$ cat config.mk
export PLATFORM = sky130hd
export DESIGN_NAME = serial_adder_nb
export DESIGN_NICKNAME = d
export VERILOG_FILES = /design/src/rtl/serial_adder_nb.sv
export SDC_FILE = /design/constraint.sdc
export NUM_CORES = 1
export LEC_CHECK = 0
export BUFFER_PORTS_ARGS = -buffer_cell sky130_fd_sc_hd__buf_2
export CAP_MARGIN = 20
export CORE_ASPECT_RATIO = 1.25
export CORE_UTILIZATION = 43
export CTS_BUF_LIST = sky130_fd_sc_hd__clkbuf_16
export DETAILED_ROUTE_END_ITERATION = 6
export PLACE_DENSITY = 0.78
export SLEW_MARGIN = 5
export SYNTH_ARGS = -nofsm -noshare
export SYNTH_HDL_FRONTEND = slang
export SYNTH_SLANG_ARGS = --single-unit
$ cat constraint.sdc
create_clock -name clk -period 2.1 [get_ports clk]
set_clock_uncertainty 0.2 [all_clocks]
set_input_delay 0.105 -clock clk [delete_from_list [all_inputs] [get_ports clk]]
set_output_delay 0.105 -clock clk [all_outputs]
set_load 0.01 [all_outputs]
$ cat src/rtl/serial_adder_nb.sv
// Multi-cycle ripple adder: adds DIGIT bits per clock behind valid/ready handshakes.
// Optional subtract mode (sub port) is enabled by defining SERIAL_ADDER_SUB_EN.
module serial_adder_nb #(
    parameter int unsigned WIDTH = 16,
    parameter int unsigned DIGIT = 1
) (
    input  logic             clk,
    input  logic             rst_n,
    input  logic             in_valid,
    output logic             in_ready,
    input  logic [WIDTH-1:0] A,
    input  logic [WIDTH-1:0] B,
    input  logic             C_in,
`ifdef SERIAL_ADDER_SUB_EN
    input  logic             sub,
`endif
    output logic             out_valid,
    input  logic             out_ready,
    output logic [WIDTH-1:0] S,
    output logic             C_out,
    output logic             ovf,
    output logic             err
);

    // Clamped slice width keeps illegal builds elaborating; err flags them.
    localparam int unsigned DW    = (DIGIT == 0) ? 1 : ((DIGIT > WIDTH) ? WIDTH : DIGIT);
    localparam int unsigned STEPS = WIDTH / DW;
    localparam int unsigned CW    = (STEPS > 1) ? $clog2(STEPS) : 1;
    localparam logic [CW-1:0] LAST = CW'(STEPS - 1);
    localparam bit ERR = (DIGIT == 0) || (DIGIT > WIDTH) || ((WIDTH % DW) != 0);

    typedef enum logic [1:0] {StIdle, StRun, StDone} state_e;

    state_e           state_q;
    logic [WIDTH-1:0] a_q, b_q, s_q, s_shift;
    logic [CW-1:0]    cnt_q;
    logic             carry_q, c_out_q, ovf_q;
    logic             in_ready_q, out_valid_q;
    logic [DW:0]      slice;
    logic             msb_cin;
    logic             sub_bit;

`ifdef SERIAL_ADDER_SUB_EN
    assign sub_bit = sub;
`else
    assign sub_bit = 1'b0;
`endif

    assign slice = {1'b0, a_q[DW-1:0]} + {1'b0, b_q[DW-1:0]} + {{DW{1'b0}}, carry_q};
    // Carry into the slice MSB recovered from its sum bit.
    assign msb_cin = a_q[DW-1] ^ b_q[DW-1] ^ slice[DW-1];

    always_comb begin
        s_shift = s_q >> DW;
        s_shift[WIDTH-1 -: DW] = slice[DW-1:0];
    end

    always_ff @(posedge clk or negedge rst_n) begin
        if (!rst_n) begin
            state_q     <= StIdle;
            a_q         <= '0;
            b_q         <= '0;
            s_q         <= '0;
            cnt_q       <= '0;
            carry_q     <= 1'b0;
            c_out_q     <= 1'b0;
            ovf_q       <= 1'b0;
            in_ready_q  <= 1'b1;
            out_valid_q <= 1'b0;
        end else begin
            case (state_q)
                StIdle: begin
                    if (in_valid) begin
                        a_q        <= A;
                        b_q        <= sub_bit ? ~B : B;
                        carry_q    <= C_in ^ sub_bit;
                        cnt_q      <= '0;
                        state_q    <= StRun;
                        in_ready_q <= 1'b0;
                    end
                end
                StRun: begin
                    s_q     <= s_shift;
                    a_q     <= a_q >> DW;
                    b_q     <= b_q >> DW;
                    carry_q <= slice[DW];
                    if (cnt_q == LAST) begin
                        c_out_q     <= slice[DW];
                        ovf_q       <= msb_cin ^ slice[DW];
                        state_q     <= StDone;
                        out_valid_q <= 1'b1;
                    end else begin
                        cnt_q <= cnt_q + 1'b1;
                    end
                end
                StDone: begin
                    if (out_ready) begin
                        state_q     <= StIdle;
                        out_valid_q <= 1'b0;
                        in_ready_q  <= 1'b1;
                    end
                end
                default: begin
                    state_q     <= StIdle;
                    out_valid_q <= 1'b0;
                    in_ready_q  <= 1'b1;
                end
            endcase
        end
    end

    assign in_ready  = in_ready_q;
    assign out_valid = out_valid_q;
    assign S         = s_q;
    assign C_out     = c_out_q;
    assign ovf       = ovf_q;
    assign err       = ERR;

endmodule

==> results of run 1 <==
==> routing by layer <==
metal	vias to the layer above	part of all wire, %
li1	1032	-
met1	1070	44
met2	85	49
met3	13	5.1
met4	0	2.1
met5	-	0
==> final cells by class <==
| class | count | area, um2 | share of cell area (%) |
|---|---|---|---|
| Timing Repair Buffer | 100 | 706 | 19.9 |
| Multi-Input combinational cell | 159 | 1020 | 28.8 |
| Sequential cell | 59 | 1480 | 41.7 |
| Inverter | 1 | 3.75 | 0.106 |
| Tap cell | 66 | 82.6 | 2.33 |
| Clock buffer | 9 | 225 | 6.36 |
| Clock inverter | 6 | 25.0 | 0.707 |
==> state kept, by name, summed over array words and instances (netlist names) <==
register	cells
S	16
a_q	16
b_q	16
cnt_q	4
state_q	2
C_out	1
carry_q	1
in_ready	1
out_valid	1
ovf	1
==> synthesized netlist by cell type, types with 2 or more instances <==
cell type	n	area (um2)
sky130_fd_sc_hd__nand3_1	4	20.0
sky130_fd_sc_hd__dfrtp_1	58	1450
sky130_fd_sc_hd__nor2_1	4	15.0
sky130_fd_sc_hd__clkbuf_1	4	15.0
sky130_fd_sc_hd__buf_2	10	50.1
sky130_fd_sc_hd__mux2_2	18	203
sky130_fd_sc_hd__xnor2_1	2	17.5
sky130_fd_sc_hd__a21oi_1	7	35.0
sky130_fd_sc_hd__nand2_1	35	131
sky130_fd_sc_hd__and3b_1	4	35.0
sky130_fd_sc_hd__nand2b_1	2	12.5
sky130_fd_sc_hd__o21ai_0	34	170
sky130_fd_sc_hd__nor3_1	2	10.0
sky130_fd_sc_hd__a22oi_1	27	203
sky130_fd_sc_hd__and3_1	2	12.5
sky130_fd_sc_hd__buf_4	5	37.5
sky130_fd_sc_hd__nor2b_1	3	18.8
sky130_fd_sc_hd__a31oi_1	2	12.5
==> power breakdown <==
part | switching, W | leakage (nW) | total (W) | internal, W
clock network | 0.000465 | 0.129 | 0.00123 | 0.000767
logic | 0.00100 | 0.772 | 0.00199 | 0.000984
registers | 0.000333 | 0.747 | 0.00199 | 0.00166
==> through the flow <==
stage	util, %	cells	worst slack [ps]	area [um2]	power [W]
detailed placement	50.9	352	250	2960	0.00391
CTS	60.8	400	177	3540	0.00523
global route	60.8	400	57.5	3540	0.00557
global placement	50.9	352	302	2960	0.00382
floorplan	-	238	324	2600	0.00333
finish	60.8	400	133	3540	0.00521
==> path summary, 6_finish.rpt <==
check	start	endpoint	slack, ps
worst max-delay path	state_q[0]$_DFFE_PN0P_	a_q[15]$_DFFE_PN0P_	130
max in group asynchronous	rst_n	S[0]$_DFFE_PN0P_	1030
min in group asynchronous	rst_n	cnt_q[3]$_DFFE_PN0P_	150
worst max register to register	state_q[0]$_DFFE_PN0P_	a_q[15]$_DFFE_PN0P_	130
worst min register to register	b_q[13]$_DFFE_PN0P_	b_q[13]$_DFFE_PN0P_	280
worst min-delay path	B[10]	b_q[10]$_DFFE_PN0P_	40
==> worst max-delay path, cell delays in order, from the launching register on <==
cell and delay [ps]:
sky130_fd_sc_hd__dfrtp_1 460, sky130_fd_sc_hd__buf_4 290, sky130_fd_sc_hd__nor2b_1 80, sky130_fd_sc_hd__a32o_1 250, sky130_fd_sc_hd__dlygate4sd3_1 550
==> kinds of logic after synthesis <==
| kind of cell | after synthesis |
|---|---|
| AO/OA/AOI/OAI | 76 |
| flip-flops | 59 |
| AND/OR/NAND/NOR | 59 |
| buffers and inverters | 20 |
| multiplexers | 18 |
| XOR/XNOR | 3 |
| adder cells (fa/ha/maj) | 2 |
| other | 1 |
==> results.md, run 1 <==
* **net count of the finished layout** 369
* **met2 track utilization from global routing** 32.6%
* **standby leakage power** 1.65 nW
* **areal power density over the cells** 1470 nW/um2
* **register bit count reported by yosys** 59
* **synthesized instance count** 238
* **type of the tightest min-delay check** in -> reg
* **max-slew violation total from the final report** 0
* **Filler cells** 472
* **worst path arrival time** 1960 ps
* **met3 layer usage reported by global route** 5.64%
* **wirelength, routed** 6.04 mm
* **Die Ht** 89.0 um
* **Initial Util** 44.7%
* **final number of hold-violating endpoints** 0
* **Post-Syn Area** 2600 um2
* **number of buffers inserted during clock tree synthesis** 9
* **critical path peak fanout** 20
* **via count of the first global-routing pass** 2159
* **number of antenna violations at the first check in global routing** 0
* **number of violations reported at the end of detailed-routing iteration 0** 115
* **drt pass-1 iters** 4
* **via count** 2200
* **clock tree from TritonCTS** built
* **WHS** 36.5 ps
* **instance count along the most critical hold path** 4
* **x dimension of the die** 71.6 um
* **combined global-route utilization of all metal layers** 20.3%
* **area of the core** 5820 um2
* **simple-gate share of the synthesized area** 10.6%
* **final-report setup violation count** 0
* **detail-routed net length per standard cell** 15.1 um
* **share of synthesized flip-flops with an asynchronous set or reset** 100%
* **clock latency on the worst-skew pair** 320 ps
* **complex-gate fraction of the synthesized area** 18.3%
* **total global routing overflow** 0
* **clk sink count** 59
* **type of the worst setup path** reg -> reg
* **largest net degree at the start of global routing** 57
* **standard-cell row count** 31
* **routing layer with the top usage in global route** met2
* **max_cap viols** 0
* **buffers inserted during post-CTS setup optimization** 0
* **Clock Pin Slew Worst Setup and Hold Paths** 50 ps
* **buffer levels on the longest clock path** 2
* **die area** 6370 um2
* **detail-routed via count per cell** 5.50
* **most used flip-flop cell after synthesis** sky130_fd_sc_hd__dfrtp_1
* **post-CTS resize count** 0
* **sort of element at the end of the critical path** flip-flop
* **Antenna Nets Post-Route** 0
* **total I/O pin count** 58
* **area added between synthesis and finish** 36.1%
* **first-pass GRT wire length** 9.91 mm
* **depth of the most critical reg-to-reg path** 4
* **Req. time, crit path** 2100 ps
* **multiplexer share of the synthesized area** 7.79%
* **RSZ-0062 raised after global routing** no
* **most common library cell in the layout ignoring fill and taps** sky130_fd_sc_hd__dfrtp_1
* **weighted congestion at the end of routability-driven global placement** 0.740
* **count of inserted antenna diode cells** 0
* **top library cells by usage in the layout, fill and taps aside** sky130_fd_sc_hd__dfrtp_1 (58), sky130_fd_sc_hd__buf_2 (56), sky130_fd_sc_hd__nand2_1 (35)
* **HPWL after detailed placement** 3.57 mm
* **average cell area after synthesis** 10.9 um2
* **post-route DRC violation count** 0
* **part of the Yosys area used for sequential elements** 56.8%
* **post-synthesis share of cell area spent on xor and xnor gates** 1.01%
* **clock period minus worst slack** 1970 ps
* **hold buffer count at cts** 33
* **main combinational cell family by area after synthesis** compound AO/OA/AOI/OAI gates
* **Worst IR Drop VDD** 0.689 mV
* **buffer type at the clock tree root** sky130_fd_sc_hd__clkbuf_16
* **level count of the clock H-tree** 3
* **ratio of cells with drive above 1 in the final layout** 29.9%
* **nets in the synthesized netlist** 277
* **number of warnings reported in the yosys synthesis log** 0
* **CP startpoint kind** flip-flop
* **number of enable flip-flop cells after synthesis** 0
* **Buffers on Ports** 56
* **number of distinct library cells after synthesis** 33
* **fmax** 508 MHz
* **ratio of final minimum period to clock period** 93.7%
* **accumulated negative setup slack** 0 ps
* **status** completed
* **Adder-Cell Fraction of Synth Area** 1.25%
* **met1 routing resource usage after global routing** 26.2%
Power figures use the tool's default switching activity.
==> run 2: changes to the inputs <==
CELL_PAD_IN_SITES_DETAIL_PLACEMENT = 1   (was unset)
CELL_PAD_IN_SITES_GLOBAL_PLACEMENT = 1   (was unset)
CORE_UTILIZATION = 41   (was 43)
PLACE_DENSITY = 0.9   (was 0.78)
==> results.md, run 2 (synthesized netlist as in run 1, its figures left out) <==
* **Buffers on Ports** 56
* **RSZ-0062 raised after global routing** no
* **area added between synthesis and finish** 37.2%
* **buffers inserted during post-CTS setup optimization** 0
* **number of violations reported at the end of detailed-routing iteration 0** 77
* **multi-input gate area in the final layout** 1020 um2
* **total global routing overflow** 0
* **most common library cell in the layout ignoring fill and taps** sky130_fd_sc_hd__dfrtp_1
* **count of inserted antenna diode cells** 0
* **clock latency on the worst-skew pair** 320 ps
* **worst path arrival time** 2020 ps
* **clk sink count** 59
* **largest net degree at the start of global routing** 29
* **drt pass-1 iters** 4
* **cell total after placement** 370
* **HPWL after detailed placement** 4.31 mm
* **instance count along the most critical hold path** 4
* **areal power density over the cells** 1530 nW/um2
* **buffer type at the clock tree root** sky130_fd_sc_hd__clkbuf_16
* **number of antenna violations at the first check in global routing** 0
* **post-CTS resize count** 0
* **critical path peak fanout** 3
* **Req. time, crit path** 2110 ps
* **Clock Pin Slew Worst Setup and Hold Paths** 50 ps
* **depth of the most critical reg-to-reg path** 4
* **ratio of final minimum period to clock period** 96.0%
* **worst reg2reg startpoint** a_q[0]$_DFFE_PN0P_
* **Die Ht** 91.1 um
* **post-route DRC violation count** 0
* **fmax** 496 MHz
* **hold buffer count at cts** 32
* **status** completed
* **standby leakage power** 1.65 nW
* **final-report setup violation count** 0
* **standard-cell row count** 32
* **Critical R2R Capture** ovf$_DFFE_PN0P_
* **CP startpoint kind** flip-flop
* **highest-delay cell along the critical path** sky130_fd_sc_hd__fa_1
* **via count of the first global-routing pass** 2365
* **final core utilization** 57.9%
* **CP max stage delay** 610 ps
* **Register Area** 1480 um2
* **Filler cells** 690
* **relative max-transition margin** 66.8%
* **type of the worst setup path** reg -> reg
* **source of the critical timing path** a_q[0]$_DFFE_PN0P_
* **die area** 6670 um2
* **x dimension of the die** 73.2 um
* **via count** 2217
* **net count of the finished layout** 368
* **destination of the critical timing path** ovf$_DFFE_PN0P_
* **crit path cell chain** fa_1 > xor2_1 > xnor2_1 > mux2_2
* **accumulated negative setup slack** 0 ps
* **number of buffers inserted during clock tree synthesis** 9
* **flop2flop setup slack** 80 ps
* **Worst IR Drop VDD** 0.712 mV
* **total I/O pin count** 58
* **number of standard cells in the final layout excluding fillers** 418
* **first-pass GRT wire length** 11.5 mm
* **Initial Util** 42.2%
* **type of the tightest min-delay check** in -> reg
* **max-slew violation total from the final report** 0
* **sort of element at the end of the critical path** flip-flop
* **detail-routed net length per standard cell** 16.8 um
* **wirelength, routed** 7.04 mm
* **weighted congestion at the end of routability-driven global placement** 0.782
* **level count of the clock H-tree** 3
* **clock tree from TritonCTS** built
* **Area after DPL** 2960 um2
* **clock period minus worst slack** 2020 ps
* **max_cap viols** 0
* **Antenna Nets Post-Route** 0
* **buffer levels on the longest clock path** 2
* **post-route cell area** 3570 um2
* **area of the core** 6170 um2
* **worst slew pin tran** 495 ps
* **detail-routed via count per cell** 5.30
* **combined global-route utilization of all metal layers** 23.3%
* **WHS** 29.7 ps
* **final number of hold-violating endpoints** 0
* **top library cells by usage in the layout, fill and taps aside** sky130_fd_sc_hd__dfrtp_1 (58), sky130_fd_sc_hd__buf_2 (56), sky130_fd_sc_hd__nand2_1 (35)
* **ratio of cells with drive above 1 in the final layout** 30.0%
## run 2: cell count changes in the layout (fill, tap and decap cells not counted), sizes merged
cell / delta
bufinv: +1
clkinv: -2
dlygate4sd3: -1
inv: +1
## run 2: per-stage QoR
stage	setup slack, ps	total power [W]
final	84.5	0.00544
after detailed placement	121	0.00399
after global placement	236	0.00379
after global routing	16.4	0.00580
after floorplan	324	0.00333
after CTS	68.1	0.00548
## run 2: worst max-delay path: cells and delay by family (launching register included)
family	cells	cell delay, ps
fa+ha+maj	1	610
flops	1	440
xor+xnor	2	370
mux	1	270
## run 2: per-layer routing
layer  GRT usage (%)  wire [um]  vias up
met5               0          0        -
met4            9.15        124        0
met3            5.66        260       11
met2            39.5       3740       55
met1            27.8       2910     1123
li1                -          -     1028
## run 2: worst min path at each step
stage | startpoint | to | slack (ps)
2_1_floorplan | rst_n | C_out$_DFFE_PN0P_ | -390
3_3_place_gp | rst_n | S[0]$_DFFE_PN0P_ | -270
3_5_place_dp | rst_n | S[1]$_DFFE_PN0P_ | -270
4_1_cts | B[13] | b_q[13]$_DFFE_PN0P_ | 30
5_1_grt | B[11] | b_q[11]$_DFFE_PN0P_ | 60
6_report | B[11] | b_q[11]$_DFFE_PN0P_ | 30
## run 2: area by class of cell
type / instances / share of cell area [%]
well taps: 85 / 2.98
inverters: 1 / 0.105
clock inverters: 6 / 1.40
repair buffers: 99 / 19.2
clock buffers: 9 / 6.31
flip-flops and latches: 59 / 41.4
multi-input cells: 159 / 28.6
## run 2: report_power, final
group	switching, W	internal (W)	total [W]
clock	0.000473	0.000889	0.00136
combinational	0.00111	0.000972	0.00209
sequential	0.000338	0.00166	0.00199
total	0.00193	0.00352	0.00544
==> run 3: changes to the inputs <==
PLACE_DENSITY = unset   (was 0.9)
PLACE_DENSITY_LB_ADDON = 0.1   (was unset)
==> results.md, run 3 (synthesized netlist as in run 1, its figures left out) <==
* **Initial Util** 42.2%
* **final worst setup slack** 249 ps
* **wirelength, routed** 6.15 mm
* **drt pass-1 iters** 4
* **type of the tightest min-delay check** in -> reg
* **clock tree from TritonCTS** built
* **total I/O pin count** 58
* **areal power density over the cells** 1460 nW/um2
* **area of the core** 6170 um2
* **Switching Share** 34.4%
* **number of buffers inserted during clock tree synthesis** 9
* **detail-routed via count per cell** 5.13
* **Pwr Total** 0.00518 W
* **final number of hold-violating endpoints** 0
* **weighted congestion at the end of routability-driven global placement** 0.711
* **standby leakage power** 1.65 nW
* **detail-routed net length per standard cell** 14.7 um
* **via count of the first global-routing pass** 2269
* **area added between synthesis and finish** 36.7%
* **number of antenna violations at the first check in global routing** 0
* **Antenna Nets Post-Route** 0
* **combined global-route utilization of all metal layers** 21.3%
* **net count of the finished layout** 368
* **final-report setup violation count** 0
* **ratio of final minimum period to clock period** 88.1%
* **largest net degree at the start of global routing** 60
* **fraction of power consumed by the clock network** 23.9%
* **clk sink count** 59
* **worst path arrival time** 1860 ps
* **top library cells by usage in the layout, fill and taps aside** sky130_fd_sc_hd__dfrtp_1 (58), sky130_fd_sc_hd__buf_2 (56), sky130_fd_sc_hd__nand2_1 (35)
* **via count** 2150
* **Clock Pin Slew Worst Setup and Hold Paths** 50 ps
* **final core utilization** 57.7%
* **power share of the combinational group** 37.9%
* **count of inserted antenna diode cells** 0
* **Worst IR Drop VDD** 0.632 mV
* **number of standard cells in the final layout excluding fillers** 419
* **pre-CTS setup slack** 258 ps
* **cell total after placement** 371
* **Die Ht** 91.1 um
* **accumulated negative setup slack** 0 ps
* **switching power total** 0.00178 W
* **post-CTS resize count** 0
* **sequential group share of total power** 38.2%
* **type of the worst setup path** reg -> reg
* **max-slew violation total from the final report** 0
* **clock period minus worst slack** 1850 ps
* **first-pass GRT wire length** 10.7 mm
* **ratio of cells with drive above 1 in the final layout** 29.9%
* **critical path peak fanout** 3
* **buffer levels on the longest clock path** 2
* **sort of element at the end of the critical path** flip-flop
* **total global routing overflow** 0
* **standard-cell row count** 32
* **Req. time, crit path** 2110 ps
* **x dimension of the die** 73.2 um
* **max_cap viols** 0
* **most common library cell in the layout ignoring fill and taps** sky130_fd_sc_hd__dfrtp_1
* **HPWL after detailed placement** 3.79 mm
* **CP startpoint kind** flip-flop
* **clock latency on the worst-skew pair** 320 ps
* **post-route DRC violation count** 0
* **number of violations reported at the end of detailed-routing iteration 0** 66
* **Internal Pwr Total** 0.00340 W
* **status** completed
* **level count of the clock H-tree** 3
* **RSZ-0062 raised after global routing** no
* **fmax** 540 MHz
* **Buffers on Ports** 56
* **die area** 6670 um2
* **buffer type at the clock tree root** sky130_fd_sc_hd__clkbuf_16
-- run 3: cell types whose count changed in the layout (fill, tap and decap cells not counted), sizes merged --
cell | before | now
bufinv | 1 | 0
clkinv | 3 | 4
inv | 3 | 4
-- run 3: metrics by stage --
stage	cell area [um2]	hold slack, ps
6_report	3560	6.92
5_1_grt	3560	32.8
4_1_cts	3560	11.1
3_5_place_dp	2980	-61.2
3_3_place_gp	2980	-59.3
2_1_floorplan	2600	-391
-- run 3: final timing paths --
check,from,end,slack [ps],cells past startpoint
worst max-delay path,a_q[0]$_DFFE_PN0P_,ovf$_DFFE_PN0P_,250,4
worst min-delay path,in_valid,a_q[15]$_DFFE_PN0P_,7,2
worst max register to register,a_q[0]$_DFFE_PN0P_,ovf$_DFFE_PN0P_,250,4
worst min register to register,b_q[11]$_DFFE_PN0P_,b_q[11]$_DFFE_PN0P_,280,2
max in group asynchronous,rst_n,in_ready$_DFFE_PN1P_,1290,3
min in group asynchronous,rst_n,cnt_q[2]$_DFFE_PN0P_,130,3
-- run 3: power by group through the flow --
| stage | Clock (W) | Combinational (W) | Sequential [W] |
|---|---|---|---|
| after floorplan | 0 | 0.00132 | 0.00201 |
| after global placement | 0 | 0.00189 | 0.00198 |
| after detailed placement | 0 | 0.00194 | 0.00200 |
| after CTS | 0.00126 | 0.00200 | 0.00199 |
| after global routing | 0.00132 | 0.00224 | 0.00205 |
| final | 0.00124 | 0.00197 | 0.00198 |
-- run 3: cell type report --
type	instances	area, um2
sequential	59	1480
inverter	1	3.75
clock inverter	7	28.8
multi-input combinational	159	1020
timing repair buffer	99	696
tap	85	106
clock buffer	9	225
fill	695	2610
-- run 3: timing repair --
action | 4_1_cts | 5_1_grt
setup buffers | 0 | 0
hold buffers | 32 | 0
endpoints found under the hold margin | 92 | 0
-- run 3: routing by layer --
layer	wire (um)	part of all wire [%]	GRT usage (%)	vias up
li1	-	-	-	1031
met1	2660	43	26.5	1060
met2	3170	51	34.1	49
met3	224	3.6	5.77	10
met4	104	1.7	9.15	0
met5	0	0	0	-
-- run 3: worst max-delay path: stages (launching register included) --
cell	delay, ps
sky130_fd_sc_hd__dfrtp_1	420
sky130_fd_sc_hd__fa_1	580
sky130_fd_sc_hd__xor2_1	180
sky130_fd_sc_hd__xnor2_1	90
sky130_fd_sc_hd__mux2_2	260
